[src/rtl/multicycle_cu.sv]
// multicycle_cu: Moore control sequencer for the 16-bit multi-cycle CPU datapath.
// Steps the shared ALU, register file, IR and unified memory through
// fetch / decode / execute / memory / writeback for R-format, LW, SW and BEQ.
// Memory states wait on mem_ready and give up after WAIT_LIMIT idle cycles
// (WAIT_LIMIT = 0 waits forever).
// Optional feature: define CU_JUMP_EN to add the J instruction (opcode 000010).
module multicycle_cu #(
    parameter int unsigned WAIT_LIMIT = 15
) (
    input  logic       clk,
    input  logic       reset,
    input  logic       run,
    input  logic [5:0] opcode,
    input  logic       mem_ready,
    output logic       PCWrite,
    output logic       PCWriteCond,
    output logic       IorD,
    output logic       MemRead,
    output logic       MemWrite,
    output logic       IRWrite,
    output logic       MemToReg,
    output logic       RegDst,
    output logic       RegWrite,
    output logic       ALUSrcA,
    output logic [1:0] ALUSrcB,
    output logic [1:0] ALUOp,
    output logic [1:0] PCSource,
    output logic [3:0] state,
    output logic       instr_done,
    output logic       illegal_op,
    output logic       mem_timeout
);

    typedef enum logic [3:0] {
        IDLE     = 4'd0,
        FETCH    = 4'd1,
        DECODE   = 4'd2,
        MEMADR   = 4'd3,
        MEMRD    = 4'd4,
        MEMWB    = 4'd5,
        MEMWR    = 4'd6,
        RTYPE_EX = 4'd7,
        RTYPE_WB = 4'd8,
        BEQ_EX   = 4'd9,
        JUMP     = 4'd10,
        HALT     = 4'd15
    } state_t;

    localparam logic [5:0] OP_RTYPE = 6'b000000;
    localparam logic [5:0] OP_LW    = 6'b100011;
    localparam logic [5:0] OP_SW    = 6'b101011;
    localparam logic [5:0] OP_BEQ   = 6'b000100;
    localparam logic [5:0] OP_J     = 6'b000010;

    // Counter only has to reach WAIT_LIMIT-1 before the timeout fires.
    localparam int unsigned CW = (WAIT_LIMIT > 1) ? $clog2(WAIT_LIMIT) : 1;
    localparam logic [CW-1:0] LIMIT_M1 = CW'(WAIT_LIMIT - 32'd1);

    state_t        state_q, state_d;
    logic [CW-1:0] wait_cnt_q, wait_cnt_d;
    logic [5:0]    opcode_q, opcode_d;
    logic          illegal_op_q, illegal_op_d;
    logic          mem_timeout_q, mem_timeout_d;
    logic          wait_hit_s;
    state_t        done_next_s;

    // State, wait counter, latched opcode and sticky error flags.
    always_ff @(posedge clk) begin
        if (reset) begin
            state_q       <= IDLE;
            wait_cnt_q    <= '0;
            opcode_q      <= 6'd0;
            illegal_op_q  <= 1'b0;
            mem_timeout_q <= 1'b0;
        end else begin
            state_q       <= state_d;
            wait_cnt_q    <= wait_cnt_d;
            opcode_q      <= opcode_d;
            illegal_op_q  <= illegal_op_d;
            mem_timeout_q <= mem_timeout_d;
        end
    end

    // Next-state selection, wait-state timeout and error flag updates.
    always_comb begin
        state_d       = state_q;
        wait_cnt_d    = wait_cnt_q;
        opcode_d      = opcode_q;
        illegal_op_d  = illegal_op_q;
        mem_timeout_d = mem_timeout_q;
        wait_hit_s    = (WAIT_LIMIT != 32'd0) && (wait_cnt_q == LIMIT_M1);
        done_next_s   = run ? FETCH : IDLE;

        case (state_q)
            IDLE: begin
                if (run) begin
                    state_d = FETCH;
                end else begin
                    state_d = IDLE;
                end
            end
            FETCH, MEMRD, MEMWR: begin
                if (mem_ready) begin
                    if (state_q == FETCH) begin
                        state_d = DECODE;
                    end else if (state_q == MEMRD) begin
                        state_d = MEMWB;
                    end else begin
                        state_d = done_next_s;
                    end
                end else if (wait_hit_s) begin
                    state_d       = HALT;
                    mem_timeout_d = 1'b1;
                end else begin
                    wait_cnt_d = wait_cnt_q + {{(CW-1){1'b0}}, 1'b1};
                end
            end
            DECODE: begin
                opcode_d = opcode;
                case (opcode)
                    OP_RTYPE:     state_d = RTYPE_EX;
                    OP_LW, OP_SW: state_d = MEMADR;
                    OP_BEQ:       state_d = BEQ_EX;
`ifdef CU_JUMP_EN
                    OP_J:         state_d = JUMP;
`endif
                    default: begin
                        state_d      = HALT;
                        illegal_op_d = 1'b1;
                    end
                endcase
            end
            MEMADR: begin
                if (opcode_q == OP_LW) begin
                    state_d = MEMRD;
                end else begin
                    state_d = MEMWR;
                end
            end
            RTYPE_EX:                        state_d = RTYPE_WB;
            MEMWB, RTYPE_WB, BEQ_EX, JUMP:   state_d = done_next_s;
            HALT:                            state_d = HALT;
            default:                         state_d = IDLE;
        endcase

        // Every entry into a wait state is a state change, so this clears
        // the counter on entry while letting it count during a stall.
        if (state_d != state_q) begin
            wait_cnt_d = '0;
        end else begin
            wait_cnt_d = wait_cnt_d;
        end
    end

    // Moore control decode from the current state (mem_ready gates strobes).
    always_comb begin
        PCWrite     = 1'b0;
        PCWriteCond = 1'b0;
        IorD        = 1'b0;
        MemRead     = 1'b0;
        MemWrite    = 1'b0;
        IRWrite     = 1'b0;
        MemToReg    = 1'b0;
        RegDst      = 1'b0;
        RegWrite    = 1'b0;
        ALUSrcA     = 1'b0;
        ALUSrcB     = 2'b00;
        ALUOp       = 2'b00;
        PCSource    = 2'b00;
        instr_done  = 1'b0;
        case (state_q)
            FETCH: begin
                MemRead = 1'b1;
                ALUSrcB = 2'b01;
                IRWrite = mem_ready;
                PCWrite = mem_ready;
            end
            DECODE: ALUSrcB = 2'b11;
            MEMADR: begin
                ALUSrcA = 1'b1;
                ALUSrcB = 2'b10;
            end
            MEMRD: begin
                MemRead = 1'b1;
                IorD    = 1'b1;
            end
            MEMWB: begin
                MemToReg   = 1'b1;
                RegWrite   = 1'b1;
                instr_done = 1'b1;
            end
            MEMWR: begin
                MemWrite   = 1'b1;
                IorD       = 1'b1;
                instr_done = mem_ready;
            end
            RTYPE_EX: begin
                ALUSrcA = 1'b1;
                ALUOp   = 2'b10;
            end
            RTYPE_WB: begin
                RegDst     = 1'b1;
                RegWrite   = 1'b1;
                instr_done = 1'b1;
            end
            BEQ_EX: begin
                ALUSrcA     = 1'b1;
                ALUOp       = 2'b01;
                PCWriteCond = 1'b1;
                PCSource    = 2'b01;
                instr_done  = 1'b1;
            end
            JUMP: begin
                PCWrite    = 1'b1;
                PCSource   = 2'b10;
                instr_done = 1'b1;
            end
            default: begin
                PCWrite = 1'b0;
            end
        endcase
    end

    assign state       = state_q;
    assign illegal_op  = illegal_op_q;
    assign mem_timeout = mem_timeout_q;

endmodule

[config.mk]
export PLATFORM = sky130hd
export DESIGN_NAME = multicycle_cu
export DESIGN_NICKNAME = d
export VERILOG_FILES = /design/src/rtl/multicycle_cu.sv
export SDC_FILE = /design/constraint.sdc
export NUM_CORES = 1
export LEC_CHECK = 0
export CELL_PAD_IN_SITES_DETAIL_PLACEMENT = 1
export CELL_PAD_IN_SITES_GLOBAL_PLACEMENT = 1
export CORE_UTILIZATION = 37
export CTS_CLUSTER_SIZE = 28
export DETAILED_ROUTE_END_ITERATION = 12
export PLACE_DENSITY_LB_ADDON = 0.05
export SLEW_MARGIN = 20
export SYNTH_ARGS = -nofsm -noshare
export SYNTH_HDL_FRONTEND = slang
export SYNTH_SLANG_ARGS = --single-unit
[constraint.sdc]
create_clock -name clk -period 5.6 [get_ports clk]
set_input_delay 0.56 -clock clk [delete_from_list [all_inputs] [get_ports clk]]
set_output_delay 0.56 -clock clk [all_outputs]
set_load 0.05 [all_outputs]
==> summary.txt, run 1 <==
Status: finished, final reports clean
DRT Pass-1 Iters: 4
Final ANT Viol Nets: 0
GR Util All Layers: 0.211
Initial drt markers: 110
Relative slew margins: 0.334
Final Max Slew Viols: 0
Post-synth top flop: dfxtp_1
FF-to-FF Start: state[2]
Switch Pwr: 323 µW
Setup violators final: 0
Largest area contributor in the netlist: dfxtp_1
CTS Hold Buffers Added: 0
First-pass GRT wire length: 5800 µm
FILL cells: 406
Final core utilization: 0.499
Async SR Flop Fraction: 0
Clock Latency Late Sink: 0.29 ns
Worst Path Required: 5.04 ns
Pin count of the biggest net entering global routing: 32
Synth top area cells: dfxtp_1 25%, nor2_1 6.2%, nand2_1 5.3%
TritonCTS clock tree: yes
Register area: 320 µm²
Post-synth EDFFs: 0
Sequential element share of the synthesized area: 0.251
Worst hold slack: 0.462 ns
Vias in the first global route: 1,252
GPL Wtd Cong: 0.753
HP Class: reg2reg
Hold Crit Depth: 2
Max Cap Viol: 0
Final wirelength: 3530 µm
Max incr delay on CP: 0.99 ns
Area of the mapped netlist: 0.00127 mm²
Clk pwr share: 0.099
GRT busiest layer: met2
Pin slew with the least headroom to its limit: 0.997 ns
Worst setup path class: reg2out
Cells after DPL: 227
Worst r2r dst: wait_cnt_q[1]
Final std cells w/o fill: 230
Vias: 1,285
Crit path max fanout: 31
TritonCTS Buffers: 3
Delay-heaviest family, CP: flip-flops
CP endpoint kind: output pin
Post-DP HPWL: 2640 µm
Cell count after synthesis: 166
Clock tree buffer depth: 2
Final Hold Viols: 0
DRC violations left: 0
Final nets: 200
Pint: 301 µW
RSZ-0062 raised after global routing: false
Leakage: 0.000511 µW
Synth cell count leaders: 21 x nor2_1, 18 x nand2_1, 16 x dfxtp_1
Initial Util: 0.404
Flop2flop setup slack: 3.14 ns
Hold Path Origin: opcode_q[2]
Share of post-route cells with drive strength above 1: 0.0806
GRT Residual Overflow: 0
CTS root buf: clkbuf_4
Met2 usage in global routing: 0.363
Switching share of power: 0.517
Setup bufs post-CTS: 0
PortBufs: 32
Crit-path slowest cell: dfxtp_1
# resized after CTS: 0
Area grow syn2layout: 23.4%
Setup Skew: 0.00253 ns
Post-synth top area share: 0.251
Combinational share of power: 0.603
Worst Path Arrival: 2.80 ns
M1 GR Usage: 0.280
CP startpoint kind: flip-flop
Peak Freq: 298 MHz
WL/cell: 15.4 µm
Min-Delay Endpoint: opcode_q[2]
Synth Register Bits: 16
Die area: 0.00368 mm²
Minimum clock period: 3.36 ns
# H-tree levels: 1
Post-Syn Area per Cell: 7.68 µm²
WP buf/inv: 1
Worst r2r path cells: 5
Critical path, cell by cell: nand2b_1 -> nor3_1 -> or2_2 -> clkdlybuf4s50_1
Number of inserted diodes: 0
Core Rows: 20
Setup TNS: 0 ns
Sequential share of power: 0.298
Die H: 60.7 µm
Core area: 0.00315 mm²
Peak supply drop: 0.170 mV
Clk slew on worst S/H paths: 0.09 ns
Part of the cycle the worst path needs: 0.600
Met3 Resource Use GR: 0.0149
# clock sinks: 16
Synth cell types: 51
Die W: 60.7 µm
IO Pins: 33
Pwr dens: 397 mW/mm²
Initial antenna violation count: 0
Most numerous cell in the Yosys netlist: nor2_1
Syn Nets: 178
Synth Warn #: 0
Vias/cell: 5.59
Multi-input gate area: 840 µm²
-- state kept, by name, summed over array words and instances (netlist names) --
name	count
mem_timeout	1
state	4
opcode_q	6
illegal_op	1
wait_cnt_q	4
-- power groups by stage --
stage | Clock [µW] | Sequential, µW | Combinational, µW
global route | 64.7 | 192 | 406
global placement | 0 | 186 | 370
detailed placement | 0 | 188 | 378
floorplan | 0 | 175 | 295
CTS | 63.5 | 185 | 380
finish | 61.6 | 186 | 376
-- cell families after synthesis --
kind of cell / synth area share
and+or+nand+nor: 0.343
AOI/OAI and AO/OA: 0.268
buffers and inverters: 0.0903
DFF: 0.251
xor gates and xnor gates: 0.0275
adders and majority gates: 0.0196
-- placed cells by master, fill, tap and decap left out, types with 3 or more instances in the layout --
cell             synthesis  final
nand3_1                  3      3
and2_1                   5      5
clkdlybuf4s50_1          0     32
inv_1                    3      3
nand2b_1                 6      6
nor2_1                  21     21
a21oi_1                 12     12
dfxtp_1                 16     16
clkbuf_4                 0      3
o21ai_0                  4      4
nand2_1                 18     18
nor3_1                  11     11
a211oi_1                 3      3
-- how the worst max path moves through the flow --
stage / start / to / slack (ns) / cells past startpoint
2_1_floorplan: state[2] / RegWrite / 2.49 / 5
3_3_place_gp: mem_ready / instr_done / 2.50 / 5
3_5_place_dp: mem_ready / instr_done / 2.47 / 5
4_1_cts: state[3] / RegWrite / 2.23 / 4
5_1_grt: state[3] / RegWrite / 2.11 / 4
6_report: state[3] / RegWrite / 2.24 / 4
-- metal layers --
layer,share of wire,vias to the layer above
met5,0,-
li1,-,641
met2,0.49,23
met1,0.47,616
met4,0.013,0
met3,0.025,5
-- final cells by class --
class,instances,share of cell area
Clock buffer,3,0.0143
Inverter,4,0.00955
Multi-Input combinational cell,131,0.534
Tap cell,44,0.0350
Sequential cell,16,0.204
Timing Repair Buffer,32,0.204
-- worst reg2reg max path, delay by kind of cell, from the launching register on --
family | cells | cell delay [ns]
simple gates | 2 | 0.39
flops | 1 | 0.92
compound gates | 3 | 1.05
-- stage by stage --
step           power (µW)  setup slack (ns)  instance area, µm²
2_1_floorplan         470              2.49                1270
3_3_place_gp          556              2.50                1550
3_5_place_dp          566              2.47                1550
4_1_cts               629              2.23                1570
5_1_grt               663              2.11                1570
6_report              624              2.24                1570
Note: power is estimated with default switching activity, not from simulation.
==> inputs of run 2 (changes only) <==
--- a/config.mk
+++ b/config.mk
@@ -7,7 +7,7 @@
 export LEC_CHECK = 0
 export CELL_PAD_IN_SITES_DETAIL_PLACEMENT = 1
 export CELL_PAD_IN_SITES_GLOBAL_PLACEMENT = 1
-export CORE_UTILIZATION = 37
+export CORE_UTILIZATION = 35
 export CTS_CLUSTER_SIZE = 28
 export DETAILED_ROUTE_END_ITERATION = 12
 export PLACE_DENSITY_LB_ADDON = 0.05
==> constraint.sdc (replaced) <==
create_clock -name clk -period 3.33 [get_ports clk]
set_input_delay 0.333 -clock clk [delete_from_list [all_inputs] [get_ports clk]]
set_output_delay 0.333 -clock clk [all_outputs]
set_load 0.05 [all_outputs]
==> summary.txt, run 2 (same netlist as run 1, synthesis figures left out) <==
Status: finished, final reports clean
Combinational share of power: 0.631 (+0.028)
Most common cell after layout, fill and taps aside: clkdlybuf4s50_1
Setup TNS: 0 ns (unchanged)
Post-Route M1 WL: 1830 µm (+11%)
Final Hold Viols: 0 (unchanged)
# H-tree levels: 1 (unchanged)
Max Cap Viol: 0 (unchanged)
Core area: 0.00342 mm² (+8.3%)
Share of post-route cells with drive strength above 1: 0.109 (+0.0287)
Vias: 1,319 (+2.6%)
HP Class: reg2reg
Pint: 546 µW (+81%)
Peak supply drop: 0.342 mV (+100%)
Worst Path Arrival: 2.44 ns (-0.36 ns)
Most flop-heavy register: opcode_q
Die area: 0.00389 mm² (+5.5%)
FF-to-FF Start: state[0]
Place WS: 0.662 ns (-1.81 ns)
Peak Freq: 360 MHz
CP endpoint kind: output pin
Worst setup path start: state[2]
PortBufs: 32 (unchanged)
Switch Pwr: 566 µW (+75%)
WL met2: 1800 µm (+3.2%)
Worst r2r dst: wait_cnt_q[2]
Worst setup path class: reg2out
Switching share of power: 0.509 (-0.00840)
Initial drt markers: 55 (-50%)
DRT Pass-1 Iters: 4 (unchanged)
Relative slew margins: 0.583 (+0.249)
Multi-input gate area: 840 µm² (unchanged)
Met3 WL: 130 µm (+46%)
Core Rows: 21 (+5.0%)
Worst r2r path cells: 6 (+1)
FILL cells: 438 (+7.9%)
CP endpoint: IorD
IO Pins: 33 (unchanged)
GPL Wtd Cong: 0.821 (+9.0%)
Clk pwr share: 0.121 (+0.022)
Crit path max fanout: 19 (-39%)
Clk slew on worst S/H paths: 0.10 ns (about the same)
Max incr delay on CP: 0.80 ns (-0.19 ns)
CTS root buf: clkbuf_4
Minimum clock period: 2.77 ns
Final nets: 205 (+2.5%)
Clock tree buffer depth: 2 (unchanged)
Worst hold slack: 0.457 ns (-0.00503 ns)
Pwr dens: 684 mW/mm² (+72%)
Pin slew with the least headroom to its limit: 0.620 ns (-0.377 ns)
Initial Util: 0.373 (-0.0311)
Worst Path Required: 3.00 ns (-2.04 ns)
Placed cell areas: 0.00159 mm² (+2.6%)
Area grow syn2layout: 27.6%
Register area: 320 µm² (unchanged)
Setup violators final: 0 (unchanged)
# clock sinks: 16 (unchanged)
# resized after CTS: 0 (unchanged)
DRC violations left: 0 (unchanged)
Final ANT Viol Nets: 0 (unchanged)
Final Worst Setup Slack: 0.556 ns (-1.68 ns)
GR Util All Layers: 0.196 (-0.0150)
Final wirelength: 3810 µm (+7.8%)
WL/cell: 16.0 µm (+4.2%)
Vias in the first global route: 1,331 (+6.3%)
Die W: 62.4 µm (+2.7%)
CP startpoint kind: flip-flop
Most frequent cells in the layout: 32 x clkdlybuf4s50_1, 21 x nor2_1, 18 x nand2_1
Flop2flop setup slack: 0.98 ns (-2.16 ns)
Sequential share of power: 0.248 (-0.050)
Vias/cell: 5.54 (-0.80%)
Final std cells w/o fill: 238 (+3.5%)
Setup bufs post-CTS: 0 (unchanged)
Final Cell Area: 0.00163 mm² (+3.4%)
Max FFs per register: 6 (unchanged)
TritonCTS clock tree: yes
Final Max Slew Viols: 0 (unchanged)
Pin count of the biggest net entering global routing: 20 (-38%)
Die H: 62.4 µm (+2.7%)
Critical path, cell by cell: or3b_1 -> inv_1 -> clkdlybuf4s50_1
CTS Hold Buffers Added: 0 (unchanged)
GRT Residual Overflow: 0 (unchanged)
Setup Skew: 0.00463 ns (+0.00209 ns)
Number of inserted diodes: 0 (unchanged)
Part of the cycle the worst path needs: 0.833
Top sig layer: met4
RSZ-0062 raised after global routing: false
Post-DP HPWL: 2860 µm (+8.3%)
Clock Latency Late Sink: 0.29 ns (about the same)
Initial antenna violation count: 0 (unchanged)
Cells after DPL: 234 (+3.1%)
Crit-path slowest cell: clkdlybuf4s50_1
First-pass GRT wire length: 6170 µm (+6.3%)
Leakage: 0.000545 µW (+6.6%)
TritonCTS Buffers: 3 (unchanged)
==> run 2: cell type report <==
class | instances | area share
clock buffers | 4 | 0.0223
inverters | 4 | 0.00923
multi-input cells | 131 | 0.516
flip-flops and latches | 16 | 0.197
well taps | 46 | 0.0354
repair buffers | 37 | 0.220
==> run 2: routing by layer <==
metal	up-vias	GRT usage
met2	29	0.348
met1	639	0.247
met4	0	0.0640
met5	-	0
met3	4	0.0165
li1	647	-
==> run 2: power groups by stage <==
stage	sequential, µW	clock (µW)	combinational, µW
CTS	275	139	705
global route	282	146	750
finish	276	134	702
detailed placement	280	0	703
floorplan	295	0	495
global placement	278	0	683
==> run 2: per-stage QoR <==
step	total power (µW)	utilization
after floorplan	790	-
after global placement	961	0.466
after detailed placement	982	0.466
after CTS	1120	0.476
after global routing	1180	0.476
final	1110	0.476
==> run 2: worst min-delay path by stage <==
| stage | start | end | slack, ns | depth (start not counted) |
|---|---|---|---|---|
| detailed placement | opcode_q[2] | opcode_q[2] | 0.44 | 2 |
| floorplan | reset | state[0] | 0.40 | 1 |
| CTS | opcode_q[2] | opcode_q[2] | 0.46 | 2 |
| global placement | opcode_q[4] | opcode_q[4] | 0.44 | 2 |
| global route | opcode_q[2] | opcode_q[2] | 0.49 | 2 |
| finish | opcode_q[2] | opcode_q[2] | 0.46 | 2 |
==> run 2: critical path: cells and delay by family, from the launching register on <==
kind / cells / cell delay (ns)
flip-flops: 1 / 0.71
buffers and inverters: 2 / 0.92
AND/OR/NAND/NOR: 1 / 0.51
